==> config.mk <==
export PLATFORM = sky130hd
export DESIGN_NAME = fcore_dma_sequencer
export DESIGN_NICKNAME = d
export VERILOG_FILES = /design/src/rtl/fcore_dma_sequencer.sv
export SDC_FILE = /design/constraint.sdc
export NUM_CORES = 1
export LEC_CHECK = 0
export BUFFER_PORTS_ARGS = -buffer_cell sky130_fd_sc_hd__buf_2
export CAP_MARGIN = 10
export CORE_ASPECT_RATIO = 2
export CORE_MARGIN = 10
export CORE_UTILIZATION = 48
export CTS_CLUSTER_DIAMETER = 50
export DETAILED_ROUTE_END_ITERATION = 8
export GPL_TIMING_DRIVEN = 0
export PLACE_DENSITY = 0.74
export RECOVER_POWER = 100
export SYNTH_ARGS = -nofsm -noshare
export SYNTH_HDL_FRONTEND = slang
export SYNTH_SLANG_ARGS = --single-unit
==> constraint.sdc <==
create_clock -name clock -period 4.9 [get_ports clock]
set_input_delay 0.245 -clock clock [delete_from_list [all_inputs] [get_ports clock]]
set_output_delay 0.245 -clock clock [all_outputs]
set_load 0.01 [all_outputs]
==> src/rtl/fcore_dma_sequencer.sv <==
// Runs one fCore control-loop iteration: DMA-load snapshot, start core,
// wait for done, DMA-read results and publish them as one vector.
module fcore_dma_sequencer #(
  parameter int DATA_WIDTH     = 32,
  parameter int ADDR_WIDTH     = 8,
  parameter int N_INPUTS       = 2,
  parameter int N_OUTPUTS      = 1,
  parameter logic [N_INPUTS*ADDR_WIDTH-1:0]  INPUT_ADDRESSES  = {8'd2, 8'd1},
  parameter logic [N_OUTPUTS*ADDR_WIDTH-1:0] OUTPUT_ADDRESSES = {8'd15},
  parameter int TIMEOUT_CYCLES = 1024
) (
  input  logic                             clock,
  input  logic                             reset,
  input  logic                             enable,
  input  logic                             trigger,
  input  logic [N_INPUTS*DATA_WIDTH-1:0]   inputs_data,
  output logic                             dma_write_valid,
  output logic [ADDR_WIDTH-1:0]            dma_write_addr,
  output logic [DATA_WIDTH-1:0]            dma_write_data,
  output logic                             core_start,
  input  logic                             core_done,
  output logic [ADDR_WIDTH-1:0]            dma_read_addr,
  input  logic [DATA_WIDTH-1:0]            dma_read_data,
  output logic [N_OUTPUTS*DATA_WIDTH-1:0]  outputs_data,
  output logic                             outputs_valid,
  output logic                             busy,
  output logic                             overrun,
  output logic [15:0]                      overrun_count,
  output logic                             timeout_fault
);

  localparam int IW = 5;
  localparam int TW = $clog2(TIMEOUT_CYCLES + 1);
  localparam logic [IW-1:0] NI_LAST = IW'(N_INPUTS - 1);
  localparam logic [IW-1:0] NO_CNT  = IW'(N_OUTPUTS);
  localparam logic [IW-1:0] NO_LAST = IW'(N_OUTPUTS - 1);
  localparam logic [TW-1:0] TMO     = TW'(TIMEOUT_CYCLES);

  typedef enum logic [2:0] {
    S_IDLE, S_LOAD, S_START, S_WAIT, S_READ, S_PUBLISH
  } state_t;

  state_t                          state_q, state_d;
  logic [IW-1:0]                   idx_q, idx_d;
  logic [N_INPUTS*DATA_WIDTH-1:0]  snap_q, snap_d;
  logic [TW-1:0]                   tmo_q, tmo_d;
  logic                            cap_vld_q, cap_vld_d;
  logic [IW-1:0]                   cap_idx_q, cap_idx_d;
  logic [N_OUTPUTS*DATA_WIDTH-1:0] shadow_q, shadow_d;
  logic [N_OUTPUTS*DATA_WIDTH-1:0] out_q, out_d;
  logic [ADDR_WIDTH-1:0]           raddr_q, raddr_d;
  logic [15:0]                     ovr_q, ovr_d;

  logic accept;
  logic tmo_hit;
  logic rd_active;

  assign accept    = trigger && enable;
  assign tmo_hit   = (state_q == S_WAIT) && !core_done && (tmo_q == TMO);
  assign rd_active = (state_q == S_READ) && (idx_q < NO_CNT);

  always_ff @(posedge clock or posedge reset) begin
    if (reset) begin
      state_q   <= S_IDLE;
      idx_q     <= '0;
      snap_q    <= '0;
      tmo_q     <= '0;
      cap_vld_q <= 1'b0;
      cap_idx_q <= '0;
      shadow_q  <= '0;
      out_q     <= '0;
      raddr_q   <= '0;
      ovr_q     <= '0;
    end else begin
      state_q   <= state_d;
      idx_q     <= idx_d;
      snap_q    <= snap_d;
      tmo_q     <= tmo_d;
      cap_vld_q <= cap_vld_d;
      cap_idx_q <= cap_idx_d;
      shadow_q  <= shadow_d;
      out_q     <= out_d;
      raddr_q   <= raddr_d;
      ovr_q     <= ovr_d;
    end
  end

  always_comb begin
    state_d = state_q;
    unique case (state_q)
      S_IDLE:    if (accept) state_d = S_LOAD;
      S_LOAD:    if (idx_q == NI_LAST) state_d = S_START;
      S_START:   state_d = S_WAIT;
      S_WAIT: begin
        if (core_done)    state_d = S_READ;
        else if (tmo_hit) state_d = S_IDLE;
      end
      S_READ:    if (idx_q == NO_CNT) state_d = S_PUBLISH;
      S_PUBLISH: state_d = S_IDLE;
      default:   state_d = S_IDLE;
    endcase
  end

  // READ lasts one extra drain cycle so the final read word lands in the
  // shadow; outputs are loaded together with that last word.
  always_comb begin
    idx_d     = idx_q;
    snap_d    = snap_q;
    tmo_d     = tmo_q;
    raddr_d   = raddr_q;
    shadow_d  = shadow_q;
    out_d     = out_q;
    ovr_d     = ovr_q;
    cap_vld_d = rd_active;
    cap_idx_d = idx_q;
    unique case (state_q)
      S_IDLE: begin
        if (accept) begin
          snap_d = inputs_data;
          idx_d  = '0;
        end
      end
      S_LOAD:  idx_d = (idx_q == NI_LAST) ? '0 : idx_q + 1'b1;
      S_START: tmo_d = '0;
      S_WAIT: begin
        tmo_d = tmo_q + 1'b1;
        idx_d = '0;
      end
      S_READ: begin
        idx_d = idx_q + 1'b1;
        if (rd_active)
          raddr_d = OUTPUT_ADDRESSES[int'(idx_q)*ADDR_WIDTH +: ADDR_WIDTH];
      end
      default: ;
    endcase
    if (cap_vld_q) begin
      shadow_d[int'(cap_idx_q)*DATA_WIDTH +: DATA_WIDTH] = dma_read_data;
      if (cap_idx_q == NO_LAST) out_d = shadow_d;
    end
    if (overrun && ovr_q != 16'hFFFF) ovr_d = ovr_q + 16'd1;
  end

  always_comb begin
    dma_write_valid = 1'b0;
    dma_write_addr  = '0;
    dma_write_data  = '0;
    dma_read_addr   = raddr_q;
    if (state_q == S_LOAD) begin
      dma_write_valid = 1'b1;
      dma_write_addr  = INPUT_ADDRESSES[int'(idx_q)*ADDR_WIDTH +: ADDR_WIDTH];
      dma_write_data  = snap_q[int'(idx_q)*DATA_WIDTH +: DATA_WIDTH];
    end
    if (rd_active)
      dma_read_addr = OUTPUT_ADDRESSES[int'(idx_q)*ADDR_WIDTH +: ADDR_WIDTH];
    core_start    = (state_q == S_START);
    outputs_valid = (state_q == S_PUBLISH);
    busy          = (state_q != S_IDLE);
    overrun       = accept && (state_q != S_IDLE);
    timeout_fault = tmo_hit;
    outputs_data  = out_q;
    overrun_count = ovr_q;
  end

endmodule

==> impl_metrics.csv <==
group,metric,value,unit
global_route,pin_count_of_the_biggest_net_entering_global_routing,42,
sta,peak_clock_frequency_supported_by_timing,288,MHz
global_route,overall_global_routing_usage,18.1,%
clock_network,cts_max_level,4,
worst_setup_path,crit_arrival,3.23,ns
sta,worst_slew_pin_slew,2.09,ns
clock_network,cts_root_buffer,"clkbuf_16",
synth,synth_xor_xnor_area_share,1.41,%
worst_setup_path,reg2reg_depth,10,
floorplanning,initial_core_util,48.4,%
synth,yosys_warnings,0,
hold_path,hp-class,"in2reg",
global_route,grt_pass1_wl,33300,um
floorplanning,ioPinCount,203,
sta,fin_crit_sh,70.9,%
floorplanning,num_rows,67,
synth,synth-adder-area-share,1.24,%
routing,initialDrtViolationCount,214,
routing,route.final.wire_length,20500,um
job,timing.max_cap.violations,4,
synth,ffs_latches_synth,177,
global_route,gr-total-overflow,0,
synth,synth_edf_count,0,
synth,post_synth_instance_area,0.00807,mm^2
floorplanning,die_area,0.0227,mm^2
clock_network,cts_buffer_depth,2,
worst_setup_path,critPathCapture,"dma_write_data[26]",
clock_network,clkLatencyLatePin,0.42,ns
clock_network,cts_tree,"yes",
worst_setup_path,worst_setup_ep_type,"output pin",
synth,synth_top_area_share,54.9,%
clock_network,clk_pin_slew_worst_paths,0.07,ns
routing,num_vias,5832,
synth,synthArstFlopShare,100,%
synth,yosysSeqAreaShare,54.9,%
synth,synthesis.area_per_instance,12.5,um^2
place,hpwlAfterDp,15600,um
routing,average_routed_wire_per_standard_cell,18.8,um
routing,drt_pre_antenna_iters,4,
pwr,power.leakage,4.57,nW
sta,finalSetupViolations,0,
layout,design.final.nets,978,
synth,synth-compound-area-share,8.51,%
worst_setup_path,setup.worst_path.start_class,"flop",
sta,clock-skew-final,0.0101,ns
clock_network,clock-sinks,177,
clock_network,tritoncts.num_buffers,17,
pwr,powerDensity,558,mW/mm^2
routing,avgViaCountPerCell,5.35,
sta,fin_ws,1.43,ns
worst_setup_path,startpoint,"state_q[1]",
synth,ys.flop_type,"dfrtp_1",
status,failing_checks,"capacitance limit, slew limit",
place,finalWeightedCongestion,0.819,
global_route,number_of_antenna_violations_at_the_first_check_in_global_routing,2,
worst_setup_path,critPathMaxFanout,10,
synth,yosys-mux-area-fraction,20.9,%
synth,synth_cell_types,49,
sta,timing.final.crit_period,3.47,ns
layout,n_fill_cell,1520,
floorplanning,core_region_area,0.0167,mm^2
routing,drt.antenna.violating_nets,0,
status,outcome,"finished, violations left",
floorplanning,die_x,112,um
sta,hold_viol_final,0,
worst_setup_path,critPathKind,"reg2out",
sta,totalNegativeSetupSlack,0,ns
layout,layout-area-overhead-vs-synth,18.9,%
sta,timing.slew.headroom,-39.5,%
floorplanning,chipHeight,203,um
place,count_of_input_and_output_buffers,196,
pwr,worst_ir_drop_vdd,0.290,mV
sta,slew_violations,143,
worst_setup_path,worst_reg_to_reg_setup_slack,1.84,ns
worst_setup_path,reg2reg_from,"cap_idx_q[0]",
routing,drc_errors,0,
synth,synth_top_cell_by_area,"dfrtp_1",
synth,synth-simple-area-share,9.16,%
layout,layout-drive-gt1-share,25.6,%
sta,unrepaired_setup_endpoints_after_global_routing,"false",
worst_setup_path,worstReg2RegEnd,"shadow_q[5]",
place,preCtsSetupSlack,2.26,ns
synth,synth_top_family_by_area,"multiplexers",
synth,post_synth_main_area_contributors,"dfrtp_1 (55%), mux2_2 (11%), mux2_4 (5.6%)",
synth,post_synth_inst_count,644,
global_route,number_of_global_route_vias_before_repair,6391,
worst_setup_path,cp.required,4.66,ns
power breakdown:
group	switching [mW]	internal [mW]
registers	0.312	1.98
clock network	0.572	0.708
logic	0.981	0.804
cell families (layout without fill, tap and decap cells):
logic type | Yosys count | in the layout
simple gates | 142 | 142
mux | 144 | 144
buf+inv | 55 | 288
xor+xnor | 13 | 13
other cells | 1 | 8
fa+ha+maj | 8 | 8
flops | 177 | 177
compound gates | 104 | 104
layout by cell type, fill, tap and decap left out, types with 17 or more instances in the layout:
cell type | synthesis | layout
clkbuf_16 | 0 | 17
mux2i_1 | 36 | 36
mux2_2 | 78 | 78
clkbuf_1 | 15 | 128
nand2_1 | 58 | 58
a22o_1 | 33 | 33
mux2_1 | 0 | 27
buf_2 | 9 | 105
dfrtp_1 | 177 | 177
o21ai_0 | 50 | 50
layout make-up:
type	count	area (um^2)	area share, %
Antenna cell	2	5.00	0.0522
Buffer	39	170	1.77
Timing Repair Buffer	201	907	9.45
Clock inverter	10	76.3	0.795
Tap cell	207	259	2.70
Sequential cell	177	4430	46.2
Clock buffer	22	484	5.05
Inverter	16	61.3	0.639
Multi-Input combinational cell	417	3200	33.4
worst max-delay path, cell delays in order, from the launching register on:
cell and delay, ns:
dfrtp_1 0.40, nand2b_1 0.22, nor2_1 0.24, nor4b_1 0.98
clkbuf_1 0.54, a22o_1 0.25, clkbuf_1 0.17
state kept, by name, summed over array words and instances, names as in the netlist:
name and cells:
snap_q 64, outputs_data 32, shadow_q 32, overrun_count 16, tmo_q 11, raddr_q 8, cap_idx_d 5, cap_idx_q 5
state_q 3, cap_vld_q 1
layer usage:
layer  vias up  share of wire [%]  track usage [%]
met5         -                  0                0
met4         0                2.2             7.84
met3        31                4.0             4.18
met2       143                 58             34.2
met1      2929                 36             18.1
li1       2729                  -                -
cell usage after synthesis (2+ instances only):
cell type,count
or3_1,3
dfrtp_1,177
nand2b_1,7
nor3_1,12
and3_1,2
ha_1,8
buf_4,6
o31ai_1,3
inv_1,16
nand4_1,4
buf_2,9
and2_1,9
a22o_1,33
clkbuf_1,15
a21boi_0,2
nand2_1,58
mux2i_1,36
buf_6,9
nor4_1,5
nor3b_1,2
xor2_1,12
a21o_1,2
nor4b_1,3
o21ai_0,50
mux2_2,78
mux2_4,30
a21oi_1,7
nor2_1,14
nand3_1,12
worst min path at each step:
stage	start	to	slack [ns]	depth (start not counted)
2_1_floorplan	cap_idx_d[2]	cap_idx_q[2]	0.35	0
3_3_place_gp	cap_idx_d[2]	cap_idx_q[2]	0.36	0
3_5_place_dp	cap_idx_d[2]	cap_idx_q[2]	0.37	0
4_1_cts	inputs_data[35]	snap_q[35]	0.02	2
5_1_grt	dma_read_data[15]	shadow_q[15]	0.03	2
6_report	inputs_data[35]	snap_q[35]	0.05	2
per-stage QoR:
step / hold WS [ns] / utilization, % / cells / total power, mW / cell area, um^2
after floorplan: 0.352 / - / 649 / 3.55 / 8090
after global placement: 0.361 / 55.9 / 1052 / 4.20 / 9330
after detailed placement: 0.375 / 56.4 / 1056 / 4.27 / 9410
after CTS: 0.0249 / 59.8 / 1089 / 5.58 / 9980
after global routing: 0.0304 / 57.5 / 1091 / 5.72 / 9600
final: 0.0465 / 57.5 / 1091 / 5.35 / 9600
what timing repair did:
action,4_1_cts,5_1_grt
buffers inserted,0,0
hold buffers,1,0
resized for setup,0,0
endpoints found under the hold margin,7,0
(Power assumes the default switching activity.)
